==> config.mk <==
export PLATFORM = sky130hd
export DESIGN_NAME = rv32i_core
export DESIGN_NICKNAME = d
export VERILOG_FILES = /design/src/rtl/rv32i_pkg.sv /design/src/rtl/rv32i_regfile.sv /design/src/rtl/rv32i_core.sv
export SDC_FILE = /design/constraint.sdc
export NUM_CORES = 2
export LEC_CHECK = 0
export BUFFER_PORTS_ARGS = -buffer_cell sky130_fd_sc_hd__buf_2
export CELL_PAD_IN_SITES_DETAIL_PLACEMENT = 2
export CELL_PAD_IN_SITES_GLOBAL_PLACEMENT = 2
export CORE_MARGIN = 10
export CORE_UTILIZATION = 39
export CTS_CLUSTER_DIAMETER = 30
export DETAILED_ROUTE_END_ITERATION = 7
export GPL_TIMING_DRIVEN = 0
export MAX_ROUTING_LAYER = met4
export PLACE_DENSITY = 0.76
export SYNTH_ARGS = -nofsm -noshare
export SYNTH_HDL_FRONTEND = slang
export SYNTH_SLANG_ARGS = --single-unit
==> constraint.sdc <==
create_clock -name i_clock -period 31.5 [get_ports i_clock]
set_clock_uncertainty 0.1 [all_clocks]
set_input_delay 1.575 -clock i_clock [delete_from_list [all_inputs] [get_ports i_clock]]
set_output_delay 1.575 -clock i_clock [all_outputs]
set_load 0.02 [all_outputs]
==> src/rtl/rv32i_pkg.sv <==
// Shared constants, ALU operation enum and ALU evaluation helper for the
// single-cycle RV32I core.
package rv32i_pkg;

    // Major opcodes of the supported instruction groups
    localparam logic [6:0] OPC_OP     = 7'b0110011;
    localparam logic [6:0] OPC_OP_IMM = 7'b0010011;
    localparam logic [6:0] OPC_LUI    = 7'b0110111;
    localparam logic [6:0] OPC_AUIPC  = 7'b0010111;
    localparam logic [6:0] OPC_JAL    = 7'b1101111;
    localparam logic [6:0] OPC_JALR   = 7'b1100111;
    localparam logic [6:0] OPC_BRANCH = 7'b1100011;

    // funct3 for OP / OP-IMM
    localparam logic [2:0] F3_ADD_SUB = 3'b000;
    localparam logic [2:0] F3_SLL     = 3'b001;
    localparam logic [2:0] F3_SLT     = 3'b010;
    localparam logic [2:0] F3_SLTU    = 3'b011;
    localparam logic [2:0] F3_XOR     = 3'b100;
    localparam logic [2:0] F3_SRL_SRA = 3'b101;
    localparam logic [2:0] F3_OR      = 3'b110;
    localparam logic [2:0] F3_AND     = 3'b111;

    // funct3 for BRANCH
    localparam logic [2:0] F3_BEQ  = 3'b000;
    localparam logic [2:0] F3_BNE  = 3'b001;
    localparam logic [2:0] F3_BLT  = 3'b100;
    localparam logic [2:0] F3_BGE  = 3'b101;
    localparam logic [2:0] F3_BLTU = 3'b110;
    localparam logic [2:0] F3_BGEU = 3'b111;

    // funct3 for JALR
    localparam logic [2:0] F3_JALR = 3'b000;

    // funct7: base encoding and the SUB/SRA alternate
    localparam logic [6:0] F7_BASE = 7'b0000000;
    localparam logic [6:0] F7_ALT  = 7'b0100000;

    // Halt sentinel instruction word
    localparam logic [31:0] HALT_INSN = 32'hFFFF_FFFF;

    typedef enum logic [3:0] {
        ALU_ADD,
        ALU_SUB,
        ALU_SLL,
        ALU_SLT,
        ALU_SLTU,
        ALU_XOR,
        ALU_SRL,
        ALU_SRA,
        ALU_OR,
        ALU_AND
    } alu_op_e;

    // Pure 32-bit ALU; shift amounts use b[4:0], arithmetic wraps modulo 2^32
    function automatic logic [31:0] alu_eval(input alu_op_e op,
                                             input logic [31:0] a,
                                             input logic [31:0] b);
        logic [31:0] res;
        case (op)
            ALU_ADD:  res = a + b;
            ALU_SUB:  res = a - b;
            ALU_SLL:  res = a << b[4:0];
            ALU_SLT:  res = ($signed(a) < $signed(b)) ? 32'd1 : 32'd0;
            ALU_SLTU: res = (a < b) ? 32'd1 : 32'd0;
            ALU_XOR:  res = a ^ b;
            ALU_SRL:  res = a >> b[4:0];
            ALU_SRA:  res = $signed(a) >>> b[4:0];
            ALU_OR:   res = a | b;
            ALU_AND:  res = a & b;
            default:  res = a + b;
        endcase
        return res;
    endfunction

endpackage

==> src/rtl/rv32i_regfile.sv <==
// 32x32 integer register file: two combinational read ports, one
// synchronous write port, asynchronous clear. x0 is hardwired to zero.
module rv32i_regfile
    import rv32i_pkg::*;
(
    input  logic        clk,
    input  logic        rst,
    input  logic        wr_en,
    input  logic [4:0]  wr_addr,
    input  logic [31:0] wr_data,
    input  logic [4:0]  rd_addr_a,
    output logic [31:0] rd_data_a,
    input  logic [4:0]  rd_addr_b,
    output logic [31:0] rd_data_b
);

    logic [31:0] r_regs [32];

    // Storage update: clear on reset, otherwise write rd (never x0)
    always_ff @(posedge clk or posedge rst) begin
        if (rst) begin
            for (int i = 0; i < 32; i++) begin
                r_regs[i] <= '0;
            end
        end else if (wr_en && (wr_addr != 5'd0)) begin
            r_regs[wr_addr] <= wr_data;
        end
    end

    // Read ports return the pre-write value; x0 forced to zero
    assign rd_data_a = (rd_addr_a == 5'd0) ? 32'd0 : r_regs[rd_addr_a];
    assign rd_data_b = (rd_addr_b == 5'd0) ? 32'd0 : r_regs[rd_addr_b];

endmodule

==> src/rtl/rv32i_core.sv <==
// Single-cycle RV32I core (register-only subset). Each rising edge commits
// the instruction presented on i_imemData: writeback plus PC update.
// Unsupported encodings retire as NOP; the all-ones word halts the core
// until reset.
module rv32i_core
    import rv32i_pkg::*;
#(
    parameter logic [31:0] RESET_PC = 32'h0000_0000
) (
    input  logic        i_clock,
    input  logic        i_reset,
    input  logic [31:0] i_imemData,
    output logic [31:0] o_imemAddr
);

    logic [31:0] pc;
    logic        halted;

    logic [31:0] insn;
    logic [6:0]  opcode;
    logic [4:0]  rd;
    logic [2:0]  funct3;
    logic [4:0]  rs1;
    logic [4:0]  rs2;
    logic [6:0]  funct7;
    logic        is_op;

    logic [31:0] imm_i;
    logic [31:0] imm_b;
    logic [31:0] imm_u;
    logic [31:0] imm_j;

    logic [31:0] rs1_val;
    logic [31:0] rs2_val;
    logic [31:0] pc_plus4;

    alu_op_e     alu_op;
    logic        alu_legal;
    logic [31:0] alu_b;
    logic [31:0] alu_result;

    logic        branch_legal;
    logic        branch_taken;

    logic        wb_en;
    logic [31:0] wb_data;
    logic [31:0] next_pc;
    logic        is_halt;
    logic        commit;

    assign insn   = i_imemData;
    assign opcode = insn[6:0];
    assign rd     = insn[11:7];
    assign funct3 = insn[14:12];
    assign rs1    = insn[19:15];
    assign rs2    = insn[24:20];
    assign funct7 = insn[31:25];
    assign is_op  = (opcode == OPC_OP);

    assign imm_i = {{20{insn[31]}}, insn[31:20]};
    assign imm_b = {{19{insn[31]}}, insn[31], insn[7], insn[30:25], insn[11:8], 1'b0};
    assign imm_u = {insn[31:12], 12'b0};
    assign imm_j = {{11{insn[31]}}, insn[31], insn[19:12], insn[20], insn[30:21], 1'b0};

    assign pc_plus4 = pc + 32'd4;
    assign is_halt  = (insn == HALT_INSN);
    assign commit   = !halted && !is_halt;

    rv32i_regfile u_regfile (
        .clk       (i_clock),
        .rst       (i_reset),
        .wr_en     (commit && wb_en),
        .wr_addr   (rd),
        .wr_data   (wb_data),
        .rd_addr_a (rs1),
        .rd_data_a (rs1_val),
        .rd_addr_b (rs2),
        .rd_data_b (rs2_val)
    );

    // ALU operation select for OP / OP-IMM; flags reserved funct7 patterns.
    // OP-IMM ignores funct7 except on shifts, where it carries the SRA bit.
    always_comb begin
        alu_op    = ALU_ADD;
        alu_legal = 1'b1;
        case (funct3)
            F3_ADD_SUB: begin
                if (is_op && funct7 == F7_ALT) alu_op = ALU_SUB;
                else if (is_op && funct7 != F7_BASE) alu_legal = 1'b0;
            end
            F3_SLL: begin
                alu_op = ALU_SLL;
                if (funct7 != F7_BASE) alu_legal = 1'b0;
            end
            F3_SLT: begin
                alu_op = ALU_SLT;
                if (is_op && funct7 != F7_BASE) alu_legal = 1'b0;
            end
            F3_SLTU: begin
                alu_op = ALU_SLTU;
                if (is_op && funct7 != F7_BASE) alu_legal = 1'b0;
            end
            F3_XOR: begin
                alu_op = ALU_XOR;
                if (is_op && funct7 != F7_BASE) alu_legal = 1'b0;
            end
            F3_SRL_SRA: begin
                if (funct7 == F7_ALT) alu_op = ALU_SRA;
                else if (funct7 == F7_BASE) alu_op = ALU_SRL;
                else alu_legal = 1'b0;
            end
            F3_OR: begin
                alu_op = ALU_OR;
                if (is_op && funct7 != F7_BASE) alu_legal = 1'b0;
            end
            F3_AND: begin
                alu_op = ALU_AND;
                if (is_op && funct7 != F7_BASE) alu_legal = 1'b0;
            end
            default: alu_legal = 1'b0;
        endcase
    end

    assign alu_b      = is_op ? rs2_val : imm_i;
    assign alu_result = alu_eval(alu_op, rs1_val, alu_b);

    // Branch condition; funct3 010/011 are reserved and never taken
    always_comb begin
        branch_legal = 1'b1;
        branch_taken = 1'b0;
        case (funct3)
            F3_BEQ:  branch_taken = (rs1_val == rs2_val);
            F3_BNE:  branch_taken = (rs1_val != rs2_val);
            F3_BLT:  branch_taken = ($signed(rs1_val) < $signed(rs2_val));
            F3_BGE:  branch_taken = ($signed(rs1_val) >= $signed(rs2_val));
            F3_BLTU: branch_taken = (rs1_val < rs2_val);
            F3_BGEU: branch_taken = (rs1_val >= rs2_val);
            default: branch_legal = 1'b0;
        endcase
    end

    // Writeback value and next PC per opcode; anything unrecognised is a NOP
    always_comb begin
        wb_en   = 1'b0;
        wb_data = 32'd0;
        next_pc = pc_plus4;
        case (opcode)
            OPC_LUI: begin
                wb_en   = 1'b1;
                wb_data = imm_u;
            end
            OPC_AUIPC: begin
                wb_en   = 1'b1;
                wb_data = pc + imm_u;
            end
            OPC_JAL: begin
                wb_en   = 1'b1;
                wb_data = pc_plus4;
                next_pc = pc + imm_j;
            end
            OPC_JALR: begin
                if (funct3 == F3_JALR) begin
                    wb_en   = 1'b1;
                    wb_data = pc_plus4;
                    next_pc = (rs1_val + imm_i) & ~32'd1;
                end
            end
            OPC_BRANCH: begin
                if (branch_legal && branch_taken) next_pc = pc + imm_b;
            end
            OPC_OP, OPC_OP_IMM: begin
                if (alu_legal) begin
                    wb_en   = 1'b1;
                    wb_data = alu_result;
                end
            end
            default: ;
        endcase
        // No misalignment trap: targets are simply word-aligned
        next_pc[1:0] = 2'b00;
    end

    // PC register: advances on every committed instruction, held when halted
    always_ff @(posedge i_clock or posedge i_reset) begin
        if (i_reset) begin
            pc <= RESET_PC;
        end else if (commit) begin
            pc <= next_pc;
        end
    end

    // Halted flag: set by the sentinel word, cleared only by reset
    always_ff @(posedge i_clock or posedge i_reset) begin
        if (i_reset) begin
            halted <= 1'b0;
        end else if (is_halt) begin
            halted <= 1'b1;
        end
    end

    assign o_imemAddr = pc;

endmodule

==> impl_metrics.json <==
{
  "min_path_cells": 1,
  "r2r-start": "u_regfile.r_regs[164]",
  "netlist_area_mm2": 0.0733,
  "vias": 76749,
  "final.setup.worst_slack_ps": 18410,
  "clkSlewWorstSetupHoldPaths_ps": 50,
  "cts_setup_buffers": 0,
  "async_reset_ff_frac": 1.00,
  "synth_commonest_cells": "1055 x dfrtp_1, 1014 x nand2_1, 662 x o21ai_0",
  "synth_top_area_share": 0.360,
  "grt_max_degree": 125,
  "cts_sinks": 1055,
  "route.detailed.drc": 0,
  "avgSynthCellArea_um2": 9.99,
  "final-setup-viol-count": 0,
  "grt_pass1_vias": 80872,
  "yosys.area_share.simple": 0.112,
  "grt_setup_unrepaired": "false",
  "max_slew_margin": -0.131,
  "start_kind": "primary input",
  "slowest_stage": "a2111oi_0",
  "seq_area_mm2": 0.0264,
  "ant_nets": 0,
  "synth_mux_area_frac": 0.229,
  "tightest_slew_ps": 1700,
  "cts_resized": 0,
  "first_iter_violations": 10671,
  "p_leak_nw": 37.8,
  "ys_warn_count": 0,
  "die_h_um": 453,
  "period_share": 0.415,
  "synth_xor_area_frac": 0.0176,
  "grt_pass1_wl_um": 699000,
  "first_pass_iters": 8,
  "synth_compound_area_frac": 0.188,
  "dp_hpwl_um": 366000,
  "design.core.area_mm2": 0.187,
  "dpl.cell_count": 9930,
  "multi_input_area_mm2": 0.0429,
  "yosys_register_bits": 1055,
  "wirelength_um": 516000,
  "critPathKind": "in2reg",
  "ys_top_cells_by_area": "dfrtp_1 36%, mux4_2 13%, nand2_1 5.2%",
  "status": "complete, but fails checks",
  "yosys.area_share.adder": 0.0376,
  "post-place-ws_ps": 18110,
  "portBuffers": 62,
  "antenna_found_initial": 65,
  "clock_latency_ps": 990,
  "synthCells": 7336,
  "numCtsBuffers": 310,
  "cp-end-kind": "register",
  "cp.required_ps": 32160,
  "hold_viol_final": 0,
  "area_delta_synth_final_pct": 20.1,
  "synthDistinctLibCells": 128,
  "start_util": 0.391,
  "synth_area_leader_cell": "dfrtp_1",
  "violations": "capacitance limit, slew limit",
  "slew_violations": 109,
  "maxCapViolations": 16,
  "period_minus_slack_ps": 13090,
  "vias_per_cell": 7.27,
  "gp_congestion": 1.06,
  "die_x_um": 453,
  "rows": 159,
  "dieArea_mm2": 0.206,
  "clock_path_buffers": 4,
  "max_clock_freq_mhz": 76.4,
  "slowest_delay_ps": 1200,
  "fin_setup_tns_ps": 0,
  "nFillCells": 19215,
  "vdd_ir_drop_max_v": 0.0000572,
  "synth_top_family_by_area": "multiplexers",
  "crit_start": "i_imemData[21]",
  "ys_seq_area_frac": 0.360,
  "stdcell_count": 10564,
  "hp-start": "u_regfile.r_regs[1013]",
  "r2r_cells": 19,
  "cts_tree": "done",
  "yosysMostFrequentCell": "dfrtp_1",
  "wl_per_cell_um": 48.9,
  "arrival_ps": 13740,
  "root_buffer": "clkbuf_16",
  "cp_common_cell": "clkbuf_1",
  "gr-usage-all-layers": 0.501,
  "drive_gt1_frac": 0.222,
  "synthFlopType": "dfrtp_1",
  "p_per_area_mw_per_mm2": 64.6,
  "h-tree-depth": 5,
  "hp-class": "reg2reg",
  "synth_edf_count": 0,
  "grt_remaining_overflow": 0,
  "postCtsHoldBufs": 0,
  "ios": 66,
  "nets": 7999,
  "crit_fanout": 11
}
==> flip-flops by register name, indices dropped and copies added, names as in the netlist <==
register	flops
halted	1
o_imemAddr	30
u_regfile.r_regs	1024
==> worst max-delay path: cells and delay by family <==
| family | cells | cell delay [ps] |
|---|---|---|
| buf+inv | 10 | 4950 |
| xor+xnor | 1 | 350 |
| simple gates | 4 | 2010 |
| mux | 3 | 1740 |
| fa+ha+maj | 1 | 440 |
| compound gates | 6 | 2580 |
==> cell usage in the layout (no fill, tap or decap), types with 148 or more instances in the layout <==
cell / synthesis / final
mux4_2: 413 / 413
mux2_2: 322 / 322
o21ai_0: 662 / 660
a21oi_1: 319 / 316
nand2_1: 1014 / 1014
inv_1: 150 / 149
dfrtp_1: 1055 / 1055
mux2i_1: 331 / 331
clkbuf_1: 400 / 434
nor2_1: 306 / 300
clkbuf_16: 0 / 319
o31ai_1: 149 / 148
ha_1: 212 / 212
buf_2: 140 / 211
==> metal layers <==
metal | GRT usage | share of wire
met1 | 0.547 | 0.35
met2 | 0.711 | 0.42
met3 | 0.192 | 0.12
met4 | 0.439 | 0.11
met5 | - | 0
==> kinds of logic after synthesis <==
group,after synthesis
DFF,1055
muxes,1088
adders and majority gates,217
AOI/OAI and AO/OA,2133
buffers and inverters,850
other,1
and+or+nand+nor,1845
xor gates and xnor gates,147
==> through the flow <==
step / area (um^2) / util / total power, mW / hold WS [ps]
detailed placement: 77500 / 0.413 / 2.46 / 369
floorplan: 73300 / - / 2.01 / 338
global route: 88000 / 0.469 / 5.77 / 415
global placement: 76700 / 0.409 / 2.43 / 352
CTS: 87700 / 0.468 / 5.61 / 386
finish: 88000 / 0.470 / 5.69 / 393
==> path summary, 6_finish.rpt <==
| check | to | slack, ps |
|---|---|---|
| setup / recovery | u_regfile.r_regs[373] | 18410 |
| hold / removal | u_regfile.r_regs[1013] | 390 |
| setup reg to reg | u_regfile.r_regs[373] | 21420 |
| hold reg to reg | u_regfile.r_regs[1013] | 390 |
| max in group asynchronous | o_imemAddr[29] | 28130 |
| min in group asynchronous | u_regfile.r_regs[47] | 570 |
==> power by group <==
part	total, mW	switching [mW]	internal [mW]
combinational	1.07	0.757	0.309
sequential	1.43	0.0504	1.38
clock	3.20	1.02	2.18
==> layout make-up <==
| cell class | instances | area share |
|---|---|---|
| clock inverter | 121 | 0.0166 |
| buffer | 690 | 0.0398 |
| inverter | 160 | 0.00697 |
| tap | 2495 | 0.0355 |
| antenna | 99 | 0.00282 |
| clock buffer | 413 | 0.0997 |
| sequential | 1055 | 0.300 |
| timing repair buffer | 99 | 0.0107 |
| multi-input combinational | 5432 | 0.488 |
Power figures use the tool's default switching activity.
